**src/rtl/merge_pass_sched.sv**
```systemverilog
// Pass scheduler for the ping-pong merge sort: runs LOG2N merge passes over one shared
// merge stage, alternating banks each pass, with a per-pass stall watchdog.
module merge_pass_sched #(
   parameter int N     = 16,
   parameter int LOG2N = 4,
   parameter int TMO_W = 10
) (
   input  logic             ap_clk,
   input  logic             ap_rst,
   input  logic             ap_start,
   output logic             ap_done,
   output logic             ap_idle,
   output logic             ap_ready,
   input  logic             ap_continue,
   output logic             mrg_start,
   input  logic             mrg_ready,
   input  logic             mrg_done,
   output logic             mrg_continue,
   output logic [LOG2N-1:0] mrg_width,
   output logic             rd_bank,
   output logic             wr_bank,
   output logic [LOG2N-1:0] pass_idx,
   output logic             result_bank,
   output logic             err
);

   localparam logic [4:0] S_IDLE   = 5'b00001;
   localparam logic [4:0] S_LAUNCH = 5'b00010;
   localparam logic [4:0] S_WAIT   = 5'b00100;
   localparam logic [4:0] S_NEXT   = 5'b01000;
   localparam logic [4:0] S_DONE   = 5'b10000;

   localparam int               HALF_N    = N / 2;
   localparam logic [LOG2N-1:0] W_ONE     = {{(LOG2N-1){1'b0}}, 1'b1};
   localparam logic [LOG2N-1:0] W_LAST    = HALF_N[LOG2N-1:0];
   // Timeout fires on the cycle the counter would reach all-ones.
   localparam logic [TMO_W-1:0] TMO_LAST  = {{(TMO_W-1){1'b1}}, 1'b0};

   logic [4:0]       r_state;
   logic             r_done;
   logic             r_ready;
   logic [TMO_W-1:0] r_tmo;
   logic [LOG2N-1:0] r_pass;
   logic [LOG2N-1:0] r_width;
   logic             r_rd_bank;
   logic             r_result;
   logic             r_err;

   logic w_in_launch;
   logic w_in_wait;
   logic w_last_pass;

   assign w_in_launch = (r_state == S_LAUNCH);
   assign w_in_wait   = (r_state == S_WAIT);
   // The final pass is the one merging runs of N/2.
   assign w_last_pass = (r_width == W_LAST);

   always_ff @(posedge ap_clk or posedge ap_rst) begin
      if (ap_rst) begin
         r_state   <= S_IDLE;
         r_done    <= 1'b0;
         r_ready   <= 1'b0;
         r_tmo     <= '0;
         r_pass    <= '0;
         r_width   <= W_ONE;
         r_rd_bank <= 1'b0;
         r_result  <= 1'b0;
         r_err     <= 1'b0;
      end else begin
         r_ready <= 1'b0;
         case (r_state)
            S_IDLE: begin
               if (ap_start && !r_done) begin
                  r_state   <= S_LAUNCH;
                  r_pass    <= '0;
                  r_width   <= W_ONE;
                  r_rd_bank <= 1'b0;
                  r_err     <= 1'b0;
                  r_tmo     <= '0;
               end
            end
            S_LAUNCH: begin
               if (mrg_ready) begin
                  r_state <= mrg_done ? S_NEXT : S_WAIT;
               end
            end
            S_WAIT: begin
               r_tmo <= r_tmo + 1'b1;
               if (mrg_done) begin
                  r_state <= S_NEXT;
               end else if (r_tmo == TMO_LAST) begin
                  r_err   <= 1'b1;
                  r_done  <= 1'b1;
                  r_ready <= 1'b1;
                  r_state <= S_DONE;
               end
            end
            S_NEXT: begin
               r_tmo <= '0;
               if (w_last_pass) begin
                  r_result <= ~r_rd_bank;
                  r_done   <= 1'b1;
                  r_ready  <= 1'b1;
                  r_state  <= S_DONE;
               end else begin
                  r_pass    <= r_pass + 1'b1;
                  r_width   <= r_width << 1;
                  r_rd_bank <= ~r_rd_bank;
                  r_state   <= S_LAUNCH;
               end
            end
            S_DONE: begin
               if (ap_continue) begin
                  r_done  <= 1'b0;
                  r_state <= S_IDLE;
               end
            end
            default: r_state <= S_IDLE;
         endcase
      end
   end

   assign mrg_start    = w_in_launch;
   assign mrg_continue = (w_in_launch && mrg_ready && mrg_done) || (w_in_wait && mrg_done);
   assign ap_idle      = (r_state == S_IDLE) && !ap_start;
   assign ap_done      = r_done;
   assign ap_ready     = r_ready;
   assign mrg_width    = r_width;
   assign rd_bank      = r_rd_bank;
   assign wr_bank      = ~r_rd_bank;
   assign pass_idx     = r_pass;
   assign result_bank  = r_result;
   assign err          = r_err;

endmodule
```
**config.mk**
```make
export PLATFORM = sky130hd
export DESIGN_NAME = merge_pass_sched
export DESIGN_NICKNAME = d
export VERILOG_FILES = /design/src/rtl/merge_pass_sched.sv
export SDC_FILE = /design/constraint.sdc
export NUM_CORES = 1
export LEC_CHECK = 0
export ABC_AREA = 1
export CORE_MARGIN = 10
export CORE_UTILIZATION = 56
export CTS_BUF_LIST = sky130_fd_sc_hd__clkbuf_2 sky130_fd_sc_hd__clkbuf_4 sky130_fd_sc_hd__clkbuf_8
export CTS_CLUSTER_DIAMETER = 40
export DETAILED_ROUTE_END_ITERATION = 10
export GPL_ROUTABILITY_DRIVEN = 0
export GPL_TIMING_DRIVEN = 0
export PLACE_DENSITY = 0.82
export REMOVE_ABC_BUFFERS = 1
export SLEW_MARGIN = 20
export SYNTH_ARGS = -nofsm -noshare
export SYNTH_HDL_FRONTEND = slang
export SYNTH_SLANG_ARGS = --single-unit
```
**constraint.sdc**
```tcl
create_clock -name ap_clk -period 1.92 [get_ports ap_clk]
set_input_delay 0.384 -clock ap_clk [delete_from_list [all_inputs] [get_ports ap_clk]]
set_output_delay 0.384 -clock ap_clk [all_outputs]
set_load 0.005 [all_outputs]
```
==> impl_metrics.tcl, run 1 <==
set metrics [dict create \
    wl_um 3870 \
    start_util_pct 57.5 \
    fmax_mhz 530 \
    power_density_nw_per_um2 1050 \
    htreeDepth 1 \
    finalClockSkew_ns 0.0200 \
    critPathArrivalTime_ns 1.50 \
    internal_power_uw 1290 \
    grt_max_degree 29 \
    fillCellCount 200 \
    synth_ff_type "dfrtp_1" \
    vdd.ir_drop.worst_mv 0.883 \
    endpoint_kind "output pin" \
    slew_viol_final 0 \
    dp_hpwl_um 2540 \
    area_growth_pct 28.4 \
    first_iter_violations 94 \
    design.core.area_um2 2710 \
    hold_path.class "in -> async" \
    drt-vias-per-instance 5.36 \
    cp_common_cell "buf_4" \
    fin_total_pwr_uw 2090 \
    io_pins 23 \
    setup_ws_ns 0.0319 \
    slowest_delay_ns 0.45 \
    path_class "reg -> out" \
    stdcell_area_um2 2000 \
    drtPass1Iterations 4 \
    slowest_stage "dfrtp_1" \
    cp_max_fo 2 \
    clkLatencyLatePin_ns 0.35 \
    wl_per_cell_um 14.0 \
    row_count 19 \
    grt_pass1_wl_um 6470 \
    cp-start-kind "register" \
    period_share_pct 98.3 \
    synth-async-reset-ratio_pct 100 \
    die_h_um 72.8 \
    vias 1479 \
    tns_ns 0 \
    setup_violations 0 \
    synthesis.area_um2 1560 \
    die-area_um2 5290 \
    path_cells "buf_4, buf_4, nor2_4, nand4_1, nand2_1, clkbuf_2" \
    synth_most_common_cell "nand2_1" \
    ys.warnings.count 0 \
    synth.distinct_cells 26 \
    clockPowerShare_pct 19.5 \
    hold_viol 0 \
    synthCells 206 \
    synth.area.top_cells "dfrtp_1, nand2_1, inv_1" \
    pre_cts_ws_ns -0.196 \
    outcome "completed" \
    worstPathRequired_ns 1.54 \
    cap_violations 0 \
    antenna_found_initial 0 \
    pwr-share-seq_pct 37.5 \
    synth.avg_cell_area_um2 7.57 \
    synthTopCellsByCount "nand2_1, inv_1, dfrtp_1, nand3_1, nor2_1" \
    grt_pass1_vias 1414 \
    cts_buffers 3 \
    fin_crit_ns 1.89 \
    clockBufferDepth 2 \
    final_antenna_net_count 0 \
    swShare_pct 38.2 \
    dpl_cell_area_um2 1810 \
    portBuffers 22 \
    relSlewSlack_pct 61.1 \
    route.detailed.drc 0 \
    grt-ovfl-total 0 \
    holdWs_ns 0.381 \
    drive_above_1_share_pct 20.8 \
    clock_sink_count 28 \
    root_buffer "clkbuf_4" \
    cts_tree "built" \
    die_width_um 72.8 \
    grtUsageTotal_pct 15.1 \
    ys_seq_area_share_pct 45.1 \
    synth_top_area_share_pct 41.7 \
    final_nets 255 \
    power.net_switching_uw 799 \
    clk_pin_slew_ns 0.18 \
    ys_ff_latch 28 \
    comb_power_share_pct 43.0 \
    leakage_uw 0.00103 \
    synth.largest_area_cell "dfrtp_1" \
    tightest_slew_ns 0.583 \
    synth_edf_count 0 \
    diodes 0 \
]
-- what timing repair did --
action,4_1_cts,5_1_grt
hold buffers,0,0
gates resized for setup,13,6
buffers inserted,11,3
pin swaps,2,5
endpoints found under the setup margin,3,2
-- cell type report --
class,count,area (µm²),area share (%)
inverters,35,138,6.88
clock buffers,3,22.5,1.13
flip-flops and latches,28,703,35.1
clock inverters,1,30.0,1.50
multi-input cells,142,756,37.8
well taps,31,38.8,1.94
repair buffers,36,314,15.7
-- critical path, delay by kind of cell (launching register included) --
family / cells / cell delay [ns]
AND/OR/NAND/NOR: 3 / 0.31
flip-flops: 1 / 0.45
buffers and inverters: 3 / 0.39
-- metal layers --
metal	GRT usage (%)	part of all wire, %
met1	18.7	42
met2	23.7	48
met3	4.90	7.1
met4	5.91	2.8
met5	0	0
-- kinds of logic (layout without fill, tap and decap cells) --
kind of cell | Yosys count | count (layout) | synth area share, %
simple gates | 119 | 119 | 34.8
buf+inv | 36 | 75 | 8.99
flops | 28 | 28 | 45.1
compound gates | 18 | 18 | 7.62
fa+ha+maj | 3 | 3 | 2.41
xor+xnor | 2 | 2 | 1.12
-- placed cells by master, fill, tap and decap left out --
cell	instances
nand2_1	56
inv_1	29
dfrtp_1	26
nand3_1	20
clkdlybuf4s50_1	19
nor2_1	16
buf_4	14
nand4_1	9
o21ai_0	6
o21ai_2	6
nand2_2	5
nor2_4	4
nand3_2	3
inv_2	3
ha_1	3
clkbuf_4	3
inv_4	2
nor2_2	2
o22ai_1	2
o21ai_1	2
xor2_1	2
dfstp_2	2
clkinv_2	1
nand3_4	1
nand3b_1	1
nor3_1	1
or2_2	1
a31o_2	1
a21oi_1	1
bufinv_16	1
clkbuf_2	1
dlygate4sd2_1	1
buf_2	1
-- per-stage QoR --
stage	instances	utilization, %
2_1_floorplan	205	-
3_3_place_gp	258	66.9
3_5_place_dp	258	66.9
4_1_cts	273	72.9
5_1_grt	276	73.9
6_report	276	73.9
-- worst paths after layout --
check,slack (ns),end,startpoint,cells after the start
setup / recovery,0.03,mrg_continue,r_state[3]$_DFFE_PP0P_,6
hold / removal,0.38,mrg_width[3]$_DFFE_PP0P_,ap_rst,2
setup reg to reg,0.17,r_tmo[5]$_DFFE_PP0P_,r_state[1]$_DFFE_PP0P_,8
hold reg to reg,0.49,err$_DFFE_PP0P_,err$_DFFE_PP0P_,2
max in group asynchronous,1.14,r_tmo[1]$_DFFE_PP0P_,ap_rst,2
min in group ap_clk,0.49,err$_DFFE_PP0P_,err$_DFFE_PP0P_,2
-- sequential cells by signal (all words and copies together) (netlist names) --
signal / cells
ap_done: 1
ap_ready: 1
err: 1
mrg_width: 4
pass_idx: 4
r_state: 5
r_tmo: 10
rd_bank: 1
result_bank: 1
-- power by group through the flow --
| stage | registers (µW) | logic [µW] | clock network (µW) |
|---|---|---|---|
| floorplan | 793 | 439 | 0 |
| global placement | 802 | 722 | 0 |
| detailed placement | 809 | 728 | 0 |
| CTS | 784 | 856 | 404 |
| global route | 800 | 1000 | 429 |
| finish | 784 | 901 | 408 |
Power figures use the tool's default switching activity.
==> inputs of run 2 (changes only) <==
Settings changed: CORE_ASPECT_RATIO set to 1.2.
==> run 2 against run 1 <==
Sequential share of layout area grew 0.76 points. Die area grew 0.17%. Non-clock buffer count shrank 3. Critical path type unchanged. Highest routed layer unchanged.
==> impl_metrics.tcl, run 2 (synthesis gave the netlist of run 1 again) <==
set metrics [dict create \
    outcome "completed" \
    leakage_uw 0.00101 \
    die_h_um 77.8 \
    tightest_slew_ns 0.990 \
    drive_above_1_share_pct 19.8 \
    clockBufferDepth 2 \
    grt-ovfl-total 0 \
    cts_tree "built" \
    holdWs_ns 0.434 \
    fin_crit_ns 1.86 \
    clkLatencyLatePin_ns 0.34 \
    vias 1553 \
    die_width_um 68.2 \
    slew_viol_final 0 \
    grt_pass1_vias 1506 \
    route.detailed.drc 0 \
    root_buffer "clkbuf_4" \
    worstPathRequired_ns 1.54 \
    grt_max_degree 29 \
    drt-vias-per-instance 5.65 \
    reg_top3 "r_tmo x10, r_state x5" \
    die-area_um2 5300 \
    io_pins 23 \
    cp_max_fo 3 \
    vdd.ir_drop.worst_mv 0.788 \
    design.core.area_um2 2600 \
    start_util_pct 59.9 \
    setup_violations 0 \
    period_share_pct 96.8 \
    endpoint_kind "output pin" \
    finalClockSkew_ns 0.00220 \
    cp-start-kind "register" \
    relSlewSlack_pct 33.6 \
    layout_commonest_cell "nand2_1" \
    final_nets 252 \
    final_cell_mix "nand2_1, inv_1, dfrtp_1" \
    cts_buffers 3 \
    wl_um 4060 \
    clk_pin_slew_ns 0.15 \
    grt_pass1_wl_um 6590 \
    drtPass1Iterations 5 \
    path_class "reg -> out" \
    fmax_mhz 538 \
    diodes 0 \
    hold_buffers 0 \
    grtUsageTotal_pct 15.6 \
    portBuffers 22 \
    row_count 20 \
    final_antenna_net_count 0 \
    critPathArrivalTime_ns 1.47 \
    htreeDepth 1 \
    dp_hpwl_um 2730 \
    r2r_slack_ns 0.19 \
    power_density_nw_per_um2 1070 \
    fin_total_pwr_uw 2100 \
    wl_per_cell_um 14.8 \
    first_iter_violations 194 \
    hold_path.class "in -> async" \
    max_flop_register "r_tmo" \
    clock_sink_count 28 \
    cap_violations 0 \
    area_growth_pct 25.9 \
    largest_reg_flops 10 \
    antenna_found_initial 0 \
    hold_viol 0 \
]
-- run 2: cell count changes in the layout (fill, tap and decap cells not counted) --
cell	previous run	this run
buf_4	14	11
nor2_2	2	5
nor2_4	4	2
clkinv_1	0	1
dfrtp_1	26	25
dfrtp_2	0	1
inv_2	3	2
nand3_1	20	21
nand3_4	1	0
nor2_1	16	15
-- run 2: area by class of cell --
class | count | area, µm²
repair buffers | 33 | 292
clock buffers | 3 | 22.5
well taps | 33 | 41.3
inverters | 35 | 138
clock inverters | 1 | 30.0
multi-input cells | 142 | 736
flip-flops and latches | 28 | 704
fillers | 190 | 639
-- run 2: per-stage QoR --
stage | cell area [µm²] | worst slack (ns) | instances | utilization (%) | setup TNS (ns)
floorplan | 1550 | 0.549 | 205 | - | 0
global placement | 1820 | -0.195 | 260 | 69.8 | -0.195
detailed placement | 1820 | -0.208 | 260 | 69.8 | -0.228
CTS | 1940 | -0.0297 | 272 | 74.7 | -0.0297
global route | 1960 | -0.0117 | 275 | 75.4 | -0.0117
finish | 1960 | 0.0615 | 275 | 75.4 | 0
-- run 2: path summary, 6_finish.rpt --
check	start	depth (start not counted)	endpoint
worst max-delay path	r_state[0]$_DFFE_PP1P_	5	ap_idle
worst min-delay path	ap_rst	2	r_tmo[4]$_DFFE_PP0P_
worst max register to register	r_state[1]$_DFFE_PP0P_	8	r_tmo[6]$_DFFE_PP0P_
worst min register to register	err$_DFFE_PP0P_	2	err$_DFFE_PP0P_
max in group asynchronous	ap_rst	2	r_state[2]$_DFFE_PP0P_
min in group ap_clk	err$_DFFE_PP0P_	2	err$_DFFE_PP0P_
-- run 2: worst max-delay path: stages, from the launching register on --
cell	delay [ns]
dfstp_2	0.58
inv_1	0.05
nor2_2	0.16
nand3_2	0.11
nor2_2	0.10
buf_2	0.12
-- run 2: power by group --
part / internal [µW] / switching, µW / leakage [µW]
clock network: 212 / 185 / 0.0000279
logic: 390 / 526 / 0.000607
registers: 697 / 93.0 / 0.000379
-- run 2: what timing repair did --
| item | 4_1_cts | 5_1_grt |
|---|---|---|
| gates resized for setup | 11 | 6 |
| setup endpoints to repair | 3 | 2 |
| setup buffers | 8 | 3 |
| pin swaps | 3 | 6 |
-- run 2: per-layer routing --
metal / global-route usage (%) / up-vias / wire length [µm]
met5: 0 / - / 0
met4: 7.66 / 0 / 153
met3: 3.88 / 23 / 315
met2: 27.8 / 81 / 2150
met1: 15.9 / 716 / 1440
li1: - / 733 / -
